**src/rtl/ks_pipe_adder.sv**
```systemverilog
// rtl/ks_pipe_adder.sv - pipelined Kogge-Stone adder/subtractor with valid/ready flow control
module ks_pipe_adder #(
    parameter int WIDTH = 16
) (
    input  logic             clk,
    input  logic             rst,
    input  logic             in_valid,
    output logic             in_ready,
    input  logic [WIDTH-1:0] a,
    input  logic [WIDTH-1:0] b,
    input  logic             cin,
    input  logic             sub,
    output logic             out_valid,
    input  logic             out_ready,
    output logic [WIDTH-1:0] sum,
    output logic             cout,
    output logic             ovf
);

    localparam int LEVELS = (WIDTH <= 1) ? 0 : $clog2(WIDTH);
    localparam int LAT    = LEVELS + 1;

    // Whole pipeline moves together; it only stops when a result is waiting unread.
    logic             advance;
    logic [WIDTH-1:0] bx;
    logic [WIDTH-1:0] g_in;
    logic [WIDTH-1:0] p_in;
    logic             c0_in;

    assign advance  = !out_valid || out_ready;
    assign in_ready = advance;
    assign bx       = b ^ {WIDTH{sub}};
    assign c0_in    = sub | cin;
    assign g_in     = a & bx;
    assign p_in     = a ^ bx;

    // Values about to be captured by the output register stage.
    logic [WIDTH-1:0] f_sum;
    logic             f_cout;
    logic             f_ovf;
    logic             f_valid;

    generate
        if (LEVELS == 0) begin : g_single
            // One-bit adder: no prefix tree, the output stage is the only stage.
            assign f_sum   = p_in ^ c0_in;
            assign f_cout  = g_in[0] | (p_in[0] & c0_in);
            assign f_ovf   = f_cout ^ c0_in;
            assign f_valid = in_valid;
        end else begin : g_ks
            // sg/sp: group generate/propagate after each level; sb: bitwise propagate
            // kept for the final sum; sc: carry-in; sv: slot valid.
            logic [LEVELS-1:0][WIDTH-1:0] sg;
            logic [LEVELS-1:0][WIDTH-1:0] sp;
            logic [LEVELS-1:0][WIDTH-1:0] sb;
            logic [LEVELS-1:0]            sc;
            logic [LEVELS-1:0]            sv;
            logic [LEVELS:1][WIDTH-1:0]   lg;
            logic [LEVELS:1][WIDTH-1:0]   lp;
            logic [WIDTH-1:0]             g_fold;
            logic [WIDTH-1:0]             carries;

            // Fold the carry-in into bit 0 so group generates become true carries.
            always_comb begin
                g_fold    = g_in;
                g_fold[0] = g_in[0] | (p_in[0] & c0_in);
            end

            for (genvar k = 1; k <= LEVELS; k++) begin : g_lvl
                localparam int SPAN = 1 << (k - 1);
                for (genvar i = 0; i < WIDTH; i++) begin : g_bit
                    if (i >= SPAN) begin : g_op
                        assign lg[k][i] = sg[k-1][i] | (sp[k-1][i] & sg[k-1][i-SPAN]);
                        assign lp[k][i] = sp[k-1][i] & sp[k-1][i-SPAN];
                    end else begin : g_pass
                        assign lg[k][i] = sg[k-1][i];
                        assign lp[k][i] = sp[k-1][i];
                    end
                end
            end

            // Stage 0 captures g/p/c0, stages 1..LEVELS-1 each hold one prefix level.
            always_ff @(posedge clk or posedge rst) begin
                if (rst) begin
                    sv <= '0;
                    sg <= '0;
                    sp <= '0;
                    sb <= '0;
                    sc <= '0;
                end else if (advance) begin
                    sv[0] <= in_valid;
                    sg[0] <= g_fold;
                    sp[0] <= p_in;
                    sb[0] <= p_in;
                    sc[0] <= c0_in;
                    for (int s = 1; s < LEVELS; s++) begin
                        sv[s] <= sv[s-1];
                        sg[s] <= lg[s];
                        sp[s] <= lp[s];
                        sb[s] <= sb[s-1];
                        sc[s] <= sc[s-1];
                    end
                end
            end

            // The last prefix level feeds the output registers directly.
            assign carries = {lg[LEVELS][WIDTH-2:0], sc[LEVELS-1]};
            assign f_sum   = sb[LEVELS-1] ^ carries;
            assign f_cout  = lg[LEVELS][WIDTH-1];
            assign f_ovf   = f_cout ^ carries[WIDTH-1];
            assign f_valid = sv[LEVELS-1];
        end
    endgenerate

    // Output stage: results leave straight from registers and hold during a stall.
    always_ff @(posedge clk or posedge rst) begin
        if (rst) begin
            out_valid <= 1'b0;
            sum       <= '0;
            cout      <= 1'b0;
            ovf       <= 1'b0;
        end else if (advance) begin
            out_valid <= f_valid;
            sum       <= f_sum;
            cout      <= f_cout;
            ovf       <= f_ovf;
        end
    end

endmodule

```
**config.mk**
```make
export PLATFORM = sky130hd
export DESIGN_NAME = ks_pipe_adder
export DESIGN_NICKNAME = d
export VERILOG_FILES = /design/src/rtl/ks_pipe_adder.sv
export SDC_FILE = /design/constraint.sdc
export NUM_CORES = 1
export LEC_CHECK = 0
export ABC_CLOCK_PERIOD_IN_PS = 6800
export CAP_MARGIN = 40
export CORE_MARGIN = 5
export CORE_UTILIZATION = 45
export DETAILED_ROUTE_END_ITERATION = 8
export GPL_TIMING_DRIVEN = 1
export PLACE_DENSITY_LB_ADDON = 0.1
export SETUP_SLACK_MARGIN = 0.2
export SLEW_MARGIN = 10
export SYNTH_ARGS = -nofsm -noshare
export SYNTH_HDL_FRONTEND = slang
export SYNTH_SLANG_ARGS = --single-unit
```
**constraint.sdc**
```tcl
create_clock -name clk -period 6.8 [get_ports clk]
set_input_delay 1.36 -clock clk [delete_from_list [all_inputs] [get_ports clk]]
set_output_delay 1.36 -clock clk [all_outputs]
set_load 0.01 [all_outputs]
```
; ---- Yosys cells after proc, flatten, opt, wreduce, memory -nomap -nowiden
; Index checks and enable logic that the tools add are counted.
[word_totals]
reg_bits = 203
inputBits = 38
output_inout_bits = 20
wordCells = 166
[classes]
n_bitwise = 147
n_reduce_logical = 2
[ops]
columns = op, n
row1 = $and 1x1->1, 91
row2 = $or 1x1->1, 51
row3 = $xor 16x16->16, 3
row4 = $and 16x16->16, 1
row5 = $logic_not 1->1, 1
row6 = $logic_or 1x1->1, 1
row7 = $xor 1x1->1, 1

; ---- Longest topological paths before layout
; Gate-level depths: netlist of the first run.
[depth]
depth_word = 4
mapped_depth = 7
mapped_depth_nobuf = 4

; ---- Least setup slack after synthesis of the first run
; OpenSTA, ideal clock, no wires.
[synth_path]
path_kind = input to output
startpoint = input port out_ready
endpoint = output port in_ready
arrival_ns = 1.790
required_ns = 5.440
slack_ns = 3.650
stages = 4
n_path_buf = 2
path_cell_list = nor2b_4 > buf_6 > inv_4 > buf_2
[synth_via]
elab_chain_len = 1
[synth_lines]
columns = item, line
row1 = start: declaration, 14  ; input logic out_ready,
row2 = $logic_or 1x1->1, 30  ; assign advance = !out_valid || out_ready;
row3 = end: declaration, 8  ; output logic in_ready,
; No other way between the ends.

; ---- Worst setup path in the final report of the first run
; Same ends and word-level chain as after synthesis.

==> results of run 1 <==
-- area by class of cell --
| type | instances | area share [%] |
|---|---|---|
| clock buffers | 17 | 4.70 |
| clock inverters | 15 | 1.66 |
| inverters | 3 | 0.207 |
| multi-input cells | 605 | 30.6 |
| flip-flops and latches | 189 | 52.2 |
| well taps | 225 | 3.11 |
| repair buffers | 65 | 7.49 |
-- cell usage in the layout, fill, tap and decap left out, types with 2 or more instances in the layout --
cell	synthesis	routed
buf_4	6	5
nand2_1	404	404
bufinv_16	0	2
dfrtp_1	189	189
nor2_1	5	5
ha_1	16	16
clkinvlp_4	0	7
xor2_1	23	23
a21oi_1	51	51
o21ai_0	40	40
clkdlybuf4s50_1	0	57
clkinv_2	0	4
nand3_1	34	34
o21ai_1	18	18
xnor2_1	10	10
clkinv_4	0	2
clkbuf_16	0	17
buf_16	0	2
-- cells in the mapped netlist, drive strengths merged --
cell,instances,area (um2)
dfrtp,189,4730
buf,38,318
nand3,34,170
ha,16,200
clkbuf,5,20.0
nand2,404,1520
a31oi,1,6.26
a21oi,51,255
xor2,23,201
inv,3,13.8
o21ai,58,290
nor2b,1,13.8
nor2,5,18.8
nor3,1,5.00
nand2b,1,6.26
xnor2,10,87.6
-- power groups by stage --
stage	sequential (W)	combinational (W)	clock, W
after floorplan	0.00186	0.000750	0
after global placement	0.00195	0.000976	0
after detailed placement	0.00197	0.00102	0
after CTS	0.00195	0.00103	0.000985
after global routing	0.00200	0.00117	0.00103
final	0.00194	0.00101	0.000961
-- flip-flops by register name (all words and copies together) (netlist names) --
signal	cells
ovf	1
g_ks.sc	4
sum	16
g_ks.sv	4
cout	1
g_ks.sp	34
g_ks.sg	49
g_ks.lg	7
g_ks.carries	8
out_valid	1
g_ks.sb	61
g_ks.lp	3
-- layer usage --
metal | global-route usage [%] | up-vias | routed length (um)
met4 | 5.76 | 0 | 227
met1 | 24.4 | 2579 | 7800
met5 | 0 | - | 0
met3 | 3.16 | 17 | 510
li1 | - | 2769 | -
met2 | 24.4 | 89 | 7010
-- worst paths after layout --
kind | startpoint | to | depth (start not counted)
setup / recovery | out_ready | in_ready | 4
hold / removal | g_ks.sv[1]$_DFFE_PP0P_ | g_ks.sv[1]$_DFFE_PP0P_ | 2
hold reg to reg | g_ks.sv[1]$_DFFE_PP0P_ | g_ks.sv[1]$_DFFE_PP0P_ | 2
setup reg to reg | out_valid$_DFFE_PP0P_ | sum[14]$_DFFE_PP0P_ | 5
max in group asynchronous | rst | g_ks.sb[22]$_DFFE_PP0P_ | 3
min in group asynchronous | rst | g_ks.sv[3]$_DFFE_PP0P_ | 2
-- logic make-up after synthesis --
group | synth area share, %
xor+xnor | 3.68
buf+inv | 4.48
simple gates | 22.0
flops | 60.2
compound gates | 7.03
fa+ha+maj | 2.55
-- through the flow --
stage	utilization, %	setup WS, ns
after CTS	52.5	2.48
after detailed placement	49.2	2.48
after global placement	48.8	2.47
final	52.5	2.49
after floorplan	-	0.298
after global routing	52.5	2.43
-- worst max-delay path: stages --
cell             delay, ns
clkdlybuf4s50_1       0.50
nor2b_4               0.06
inv_4                 0.38
clkdlybuf4s50_1       0.64
==> metrics.md, run 1 <==
| Metric | Value |
|---|---|
| Outcome | `finished clean` |
| Die ar. | `20200 um2` |
| Internal power | `0.00255 W` |
| Hold Violations, Final | `0` |
| Clock root cell | `clkbuf_16` |
| Die Y | `142 um` |
| R2r setup slk | `4.64 ns` |
| Max_cap viols | `0` |
| Clock power share | `24.6%` |
| Skew final | `0.00393 ns` |
| CP Launch Type | `input port` |
| Finished Layout Cells | `1119` |
| Worst-path clk slew | `0.07 ns` |
| TNS Setup | `0 ns` |
| Hold_buf cts | `0` |
| DR vias/cell | `4.87` |
| CTS Sinks | `189` |
| Synth Net Count | `894` |
| # DRC | `0` |
| Total Wirelength | `15.5 mm` |
| Syn-to-layout area delta | `15.3%` |
| Largest net degree at the start of global routing | `85` |
| Minimum clock period | `4.31 ns` |
| Max_slew headroom | `40.8%` |
| First-pass GRT wire length | `26.9 mm` |
| Tightest Pin Transition | `0.889 ns` |
| Placement Cell Area | `8480 um2` |
| Inst Count DP | `1087` |
| Initial Utilization | `45.6%` |
| I/O pins | `58` |
| Die Width | `142 um` |
| TritonCTS clock tree | `built` |
| Clk Latency, worst-skew pair | `0.43 ns` |
| Crit path DAT | `2.95 ns` |
| CTS Buf Count | `17` |
| Final period util | `63.3%` |
| Filler instances | `1617` |
| Final setup violation count | `0` |
| Design area | `9050 um2` |
| Gate power share | `25.8%` |
| Distinct cells, synth | `21` |
| Port Buffers | `57` |
| Fraction of the yosys area taken by sequential cells | `60.2%` |
| Mean Syn Cell Area | `9.35 um2` |
| Vias in the first global route | `5363` |
| Final GP Congestion | `0.752` |
| GRT Util Overall | `16.5%` |
| Crit end category | `output port` |
| Switching pwr | `0.00135 W` |
| WP data required | `5.44 ns` |
| Worst Hold Slack | `0.469 ns` |
| DRT antenna net count | `0` |
| Setup repair bufs after CTS | `0` |
| Layout cells sized above 1 | `4.81%` |
| Flops & latches, synth | `189` |
| Pwr Density | `431 nW/um2` |
| Fmax | `0.232 GHz` |
| Pleak | `4.46 nW` |
| Initial antenna violation count | `0` |
| Core area | `17200 um2` |
| DRT Pass-1 Iters | `6` |
| RSZ-0062 raised after global routing | `false` |
| VDD IR max | `0.190 mV` |
| Sequential cell area | `4730 um2` |
| Via count | `5454` |
| GRT overflow | `0` |
| Area of the multi-input gates | `2770 um2` |
| Power Total | `0.00390 W` |
| Deepest clock path buffer count | `2` |
| Post-CTS sizing | `0` |
| Inserted Diodes | `0` |
| Std-Cell Rows | `48` |
| HPWL after DPL | `10.5 mm` |
| Reg power frac | `49.6%` |
| Synthesis Warnings | `0` |
| Synth Cell Area | `7850 um2` |
| H-tree lvl count | `4` |
| DR iter-0 viols | `298` |
| Crit-path max FO | `53` |
| Max Slew Vio Count | `0` |
| Nets | `935` |
| Wire per inst | `13.9 um` |
| Worst setup path category | `in2out` |
| Hold WC Path Type | `reg2reg` |
| Post-Synthesis Cells | `840` |
| Switching Share | `34.7%` |
(Power assumes the default switching activity.)
==> run 2: changes to the inputs <==
- ABC_CLOCK_PERIOD_IN_PS: 6800 -> 4400
- clock period: 6.8 -> 4.4 ns (I/O delays scaled with it)
==> metrics.md, run 2 (synthesized netlist as in run 1, its figures left out) <==
| Metric | Value |
|---|---|
| Via count | `5373 (-1.5%)` |
| CTS Sinks | `189 (unchanged)` |
| Hold WC Path Type | `reg2reg` |
| Max_slew headroom | `38.8% (-1.9 points)` |
| Largest net degree at the start of global routing | `243 (+190%)` |
| Hold Violations, Final | `0 (unchanged)` |
| Max_cap viols | `0 (unchanged)` |
| WP data required | `3.52 ns (-1.92 ns)` |
| Inst Count DP | `1087 (unchanged)` |
| Switching Share | `33.5% (-1.2 points)` |
| Clock root cell | `clkbuf_16` |
| HPWL after DPL | `10.3 mm (-1.8%)` |
| Wire per inst | `13.8 um (-0.99%)` |
| Std-Cell Rows | `48 (unchanged)` |
| Worst-path clk slew | `0.07 ns (about the same)` |
| Layout cells sized above 1 | `4.70% (-0.11 points)` |
| TritonCTS clock tree | `built` |
| Power Total | `0.00618 W (+58%)` |
| Crit-path slowest cell | `clkdlybuf4s50_1` |
| Reg power frac | `48.4% (-1.2 points)` |
| Setup repair bufs after CTS | `0 (unchanged)` |
| Die Width | `142 um (unchanged)` |
| Final period util | `76.0%` |
| H-tree lvl count | `4 (unchanged)` |
| Worst Hold Slack | `0.467 ns (-0.00186 ns)` |
| GRT overflow | `0 (unchanged)` |
| Initial antenna violation count | `0 (unchanged)` |
| Core area | `17200 um2 (unchanged)` |
| Final setup violation count | `0 (unchanged)` |
| Most frequent cells in the layout | `nand2_1, dfrtp_1, clkdlybuf4s50_1` |
| DRT antenna net count | `0 (unchanged)` |
| RSZ-0062 raised after global routing | `false` |
| Minimum clock period | `3.34 ns` |
| Top flop regs | `g_ks.sb: 61 flops, g_ks.sg: 49 flops, g_ks.sp: 34 flops` |
| Internal power | `0.00411 W (+61%)` |
| Crit-path max cell delay | `0.64 ns (about the same)` |
| Max Slew Vio Count | `0 (unchanged)` |
| I/O pins | `58 (unchanged)` |
| Worst setup path category | `in2out` |
| Vias in the first global route | `5328 (-0.65%)` |
| # DRC | `0 (unchanged)` |
| Gate power share | `24.7% (-1.1 points)` |
| Clock power share | `26.9% (+2.3 points)` |
| First-pass GRT wire length | `26.9 mm (+0.20%)` |
| Initial Utilization | `45.6% (unchanged)` |
| Skew final | `0.00671 ns (+0.00278 ns)` |
| Port Buffers | `57 (unchanged)` |
| DR iter-0 viols | `316 (+6.0%)` |
| Outcome | `finished clean` |
| Cell mode on critical path | `clkdlybuf4s50_1` |
| Max reg flops | `61 (unchanged)` |
| DRT Pass-1 Iters | `4 (-2)` |
| TNS Setup | `0 ns (unchanged)` |
| Most common cell after layout, fill and taps aside | `nand2_1` |
| Finished Layout Cells | `1119 (unchanged)` |
| Die Y | `142 um (unchanged)` |
| Most flops, register | `g_ks.sb` |
| Nets | `935 (unchanged)` |
| DR vias/cell | `4.80 (-1.5%)` |
| Final GP Congestion | `0.794 (+5.6%)` |
| Hold_buf cts | `0 (unchanged)` |
| Pleak | `4.51 nW (+1.1%)` |
| CP cell instances | `clkdlybuf4s50_1 > nor2b_4 > inv_4 > clkdlybuf4s50_1` |
| Switching pwr | `0.00207 W (+53%)` |
| Post-CTS sizing | `0 (unchanged)` |
| Deepest clock path buffer count | `2 (unchanged)` |
| Die ar. | `20200 um2 (unchanged)` |
| Pwr Density | `676 nW/um2 (+57%)` |
| VDD IR max | `0.594 mV (+210%)` |
| Crit path DAT | `2.46 ns (-0.49 ns)` |
| Syn-to-layout area delta | `16.5%` |
| Crit-path max FO | `48 (-9.4%)` |
| Total Wirelength | `15.4 mm (-0.99%)` |
| Crit end category | `output port` |
| CTS Buf Count | `17 (unchanged)` |
| Clk Latency, worst-skew pair | `0.42 ns (about the same)` |
| Tightest Pin Transition | `0.917 ns (+0.0285 ns)` |
| GRT Util Overall | `16.4% (-0.060 points)` |
| Fmax | `0.299 GHz` |
| Inserted Diodes | `0 (unchanged)` |
| CP Launch Type | `input port` |
## run 2: changes by cell type in the layout (fill, tap and decap cells not counted)
cell and change:
buf_4 -3, clkinv_2 -2, clkinv_4 +1, buf_16 -2, buf_12 +5, bufinv_16 +3
clkinvlp_4 -3, clkbuf_1 +1
## run 2: final timing paths
path,depth (start not counted),start,slack [ns],to
min in group asynchronous,2,rst,0.81,out_valid$_DFFE_PP0P_
max,4,out_ready,1.06,in_ready
min reg2reg,2,g_ks.sv[1]$_DFFE_PP0P_,0.47,g_ks.sv[1]$_DFFE_PP0P_
max in group asynchronous,4,rst,2.74,g_ks.sb[28]$_DFFE_PP0P_
max reg2reg,6,out_valid$_DFFE_PP0P_,2.46,g_ks.sp[21]$_DFFE_PP0P_
min,2,g_ks.sv[1]$_DFFE_PP0P_,0.47,g_ks.sv[1]$_DFFE_PP0P_
## run 2: stage by stage
| stage | worst slack (ns) | utilization (%) | instance area [um2] |
|---|---|---|---|
| 5_1_grt | 0.975 | 53.1 | 9150 |
| 2_1_floorplan | 1.09 | - | 7860 |
| 3_3_place_gp | 1.04 | 49.0 | 8450 |
| 3_5_place_dp | 1.04 | 49.3 | 8500 |
| 6_report | 1.06 | 53.1 | 9150 |
| 4_1_cts | 1.03 | 53.1 | 9150 |
## run 2: metal layers
| layer | up-vias | part of all wire (%) | GRT usage (%) |
|---|---|---|---|
| met3 | 20 | 3.7 | 3.13 |
| met2 | 84 | 45 | 24.5 |
| li1 | 2762 | - | - |
| met4 | 0 | 1.6 | 5.61 |
| met1 | 2507 | 50 | 24.2 |
| met5 | - | 0 | 0 |
## run 2: power groups by stage
stage               Sequential, W  Clock [W]  Combinational, W
finish                    0.00299    0.00166           0.00153
global route              0.00310    0.00177           0.00177
CTS                       0.00301    0.00170           0.00156
detailed placement        0.00304          0           0.00155
global placement          0.00301          0           0.00150
floorplan                 0.00288          0           0.00116
## run 2: worst max-delay path, delay by kind of cell
family        cells  cell delay, ns
simple gates      1            0.06
buf+inv           3            1.51
## run 2: layout make-up
class,instances,area (um2)
inverter,3,17.5
clock buffer,18,429
sequential,189,4730
fill,1581,8090
tap,225,282
timing repair buffer,65,701
multi-input combinational,605,2770
clock inverter,14,218
==> run 3: changes to the inputs <==
- ABC_CLOCK_PERIOD_IN_PS: 4400 -> 2800
- clock period: 4.4 -> 2.8 ns (I/O delays scaled with it)
==> metrics.md, run 3 (synthesized netlist as in run 1, its figures left out) <==
| Metric | Value |
|---|---|
| DRT Pass-1 Iters | `4 (unchanged)` |
| Internal power | `0.00645 W (+57%)` |
| Die Width | `142 um (unchanged)` |
| Hold Violations, Final | `0 (unchanged)` |
| # DRC | `0 (unchanged)` |
| Max Slew Vio Count | `0 (unchanged)` |
| Skew final | `0.00434 ns (-0.00237 ns)` |
| DRT antenna net count | `0 (unchanged)` |
| HPWL after DPL | `9.77 mm (-5.0%)` |
| Hold_buf cts | `0 (unchanged)` |
| Max_cap viols | `0 (unchanged)` |
| GRT overflow | `0 (unchanged)` |
| DR vias/cell | `4.81 (+0.24%)` |
| Pwr Density | `1060 nW/um2 (+57%)` |
| Std-Cell Rows | `48 (unchanged)` |
| Wire per inst | `13.4 um (-2.6%)` |
| Largest net degree at the start of global routing | `243 (unchanged)` |
| Max reg flops | `61 (unchanged)` |
| Layout cells sized above 1 | `4.59% (-0.11 points)` |
| Final setup violation count | `0 (unchanged)` |
| I/O pins | `58 (unchanged)` |
| Setup repair bufs after CTS | `0 (unchanged)` |
| CTS Sinks | `189 (unchanged)` |
| Hold WC Path Type | `in2async` |
| Max_slew headroom | `38.1% (-0.79 points)` |
| CTS Buf Count | `17 (unchanged)` |
| Crit path DAT | `1.71 ns (-0.75 ns)` |
| Reg power frac | `48.6% (+0.2 points)` |
| VDD IR max | `0.839 mV (+41%)` |
| Clock power share | `26.6% (-0.3 points)` |
| Inserted Diodes | `0 (unchanged)` |
| Initial antenna violation count | `0 (unchanged)` |
| Final period util | `81.2%` |
| Switching Share | `33.1% (-0.33 points)` |
| Die ar. | `20200 um2 (unchanged)` |
| TritonCTS clock tree | `built` |
| Tightest Pin Transition | `0.929 ns (+0.0118 ns)` |
| Worst setup path category | `in2out` |
| Crit-path max FO | `2 (-96%)` |
| Port Buffers | `57 (unchanged)` |
| H-tree lvl count | `4 (unchanged)` |
| Via count | `5381 (+0.15%)` |
| Final GP Congestion | `0.738 (-7.1%)` |
| WP data required | `2.24 ns (-1.28 ns)` |
| Worst-path clk slew | `0.06 ns (about the same)` |
| Outcome | `finished clean` |
| Initial Utilization | `45.6% (unchanged)` |
| GRT Util Overall | `15.9% (-0.55 points)` |
| Design area | `9120 um2 (-0.33%)` |
| Placement Cell Area | `8470 um2 (-0.32%)` |
| Core area | `17200 um2 (unchanged)` |
| Core Util, Final | `52.9% (-0.17 points)` |
| Crit end category | `output port` |
| Total Wirelength | `15.0 mm (-2.7%)` |
| First-pass GRT wire length | `25.9 mm (-4.0%)` |
| Post-CTS sizing | `0 (unchanged)` |
| Deepest clock path buffer count | `2 (unchanged)` |
| Syn-to-layout area delta | `16.1%` |
| Filler instances | `1589 (+0.51%)` |
| Nets | `934 (-0.11%)` |
| Vias in the first global route | `5336 (+0.15%)` |
| Clock root cell | `clkbuf_16` |
| Pleak | `4.50 nW (-0.31%)` |
| Minimum clock period | `2.27 ns` |
| Die Y | `142 um (unchanged)` |
| Switching pwr | `0.00320 W (+55%)` |
| TNS Setup | `0 ns (unchanged)` |
| CP Launch Type | `input port` |
| Gate power share | `24.8% (about the same)` |
| RSZ-0062 raised after global routing | `false` |
| Most flops, register | `g_ks.sb` |
| DR iter-0 viols | `437 (+38%)` |
| Most common cell after layout, fill and taps aside | `nand2_1` |
| Fmax | `0.440 GHz` |
| Clk Latency, worst-skew pair | `0.43 ns (about the same)` |
| Top flop regs | `g_ks.sb: 61 flops, g_ks.sg: 49 flops, g_ks.sp: 34 flops` |
| Most frequent cells in the layout | `nand2_1, dfrtp_1, clkdlybuf4s50_1` |
-- run 3: area by class of cell --
class	count	area [um2]	area share, %
well taps	225	282	3.09
clock inverters	10	160	1.76
inverters	3	17.5	0.192
multi-input cells	605	2770	30.4
flip-flops and latches	189	4730	51.9
repair buffers	64	673	7.38
clock buffers	22	484	5.31
-- run 3: critical path, stage by stage --
cell             delay [ns]
clkdlybuf4s50_1        0.50
nor2b_4                0.06
inv_4                  0.06
clkdlybuf4s50_1        0.53
-- run 3: final timing paths --
check                                       start                       to  slack, ns  cells after the start
min                                           rst         cout$_DFFE_PP0P_       0.44                      2
max                                     out_ready                 in_ready       0.53                      4
min reg2reg                g_ks.sv[3]$_DFFE_PP0P_   g_ks.sv[3]$_DFFE_PP0P_       0.46                      2
max in group asynchronous                     rst  g_ks.sg[28]$_DFFE_PP0P_       1.61                      3
max reg2reg                 out_valid$_DFFE_PP0P_  g_ks.sg[46]$_DFFE_PP0P_       1.11                      3
min in group clk           g_ks.sv[3]$_DFFE_PP0P_   g_ks.sv[3]$_DFFE_PP0P_       0.46                      2
-- run 3: power by group through the flow --
stage / Combinational [W] / Clock, W / Sequential [W]
detailed placement: 0.00244 / 0 / 0.00476
finish: 0.00239 / 0.00257 / 0.00469
floorplan: 0.00182 / 0 / 0.00453
global route: 0.00278 / 0.00273 / 0.00485
CTS: 0.00245 / 0.00263 / 0.00471
global placement: 0.00239 / 0 / 0.00472
-- run 3: per-layer routing --
layer	track usage [%]	wire, um
met3	3.26	512
met2	23.9	6710
met5	0	0
met1	23.0	7560
met4	5.61	191
-- run 3: stage by stage --
step | worst slack (ns) | cells | hold WS [ns] | total power, W
6_report | 0.527 | 1118 | 0.439 | 0.00965
5_1_grt | 0.503 | 1118 | 0.463 | 0.0104
4_1_cts | 0.519 | 1118 | 0.428 | 0.00979
3_5_place_dp | 0.473 | 1086 | 0.453 | 0.00720
3_3_place_gp | 0.501 | 1086 | 0.441 | 0.00711
2_1_floorplan | -0.194 | 840 | 0.430 | 0.00635
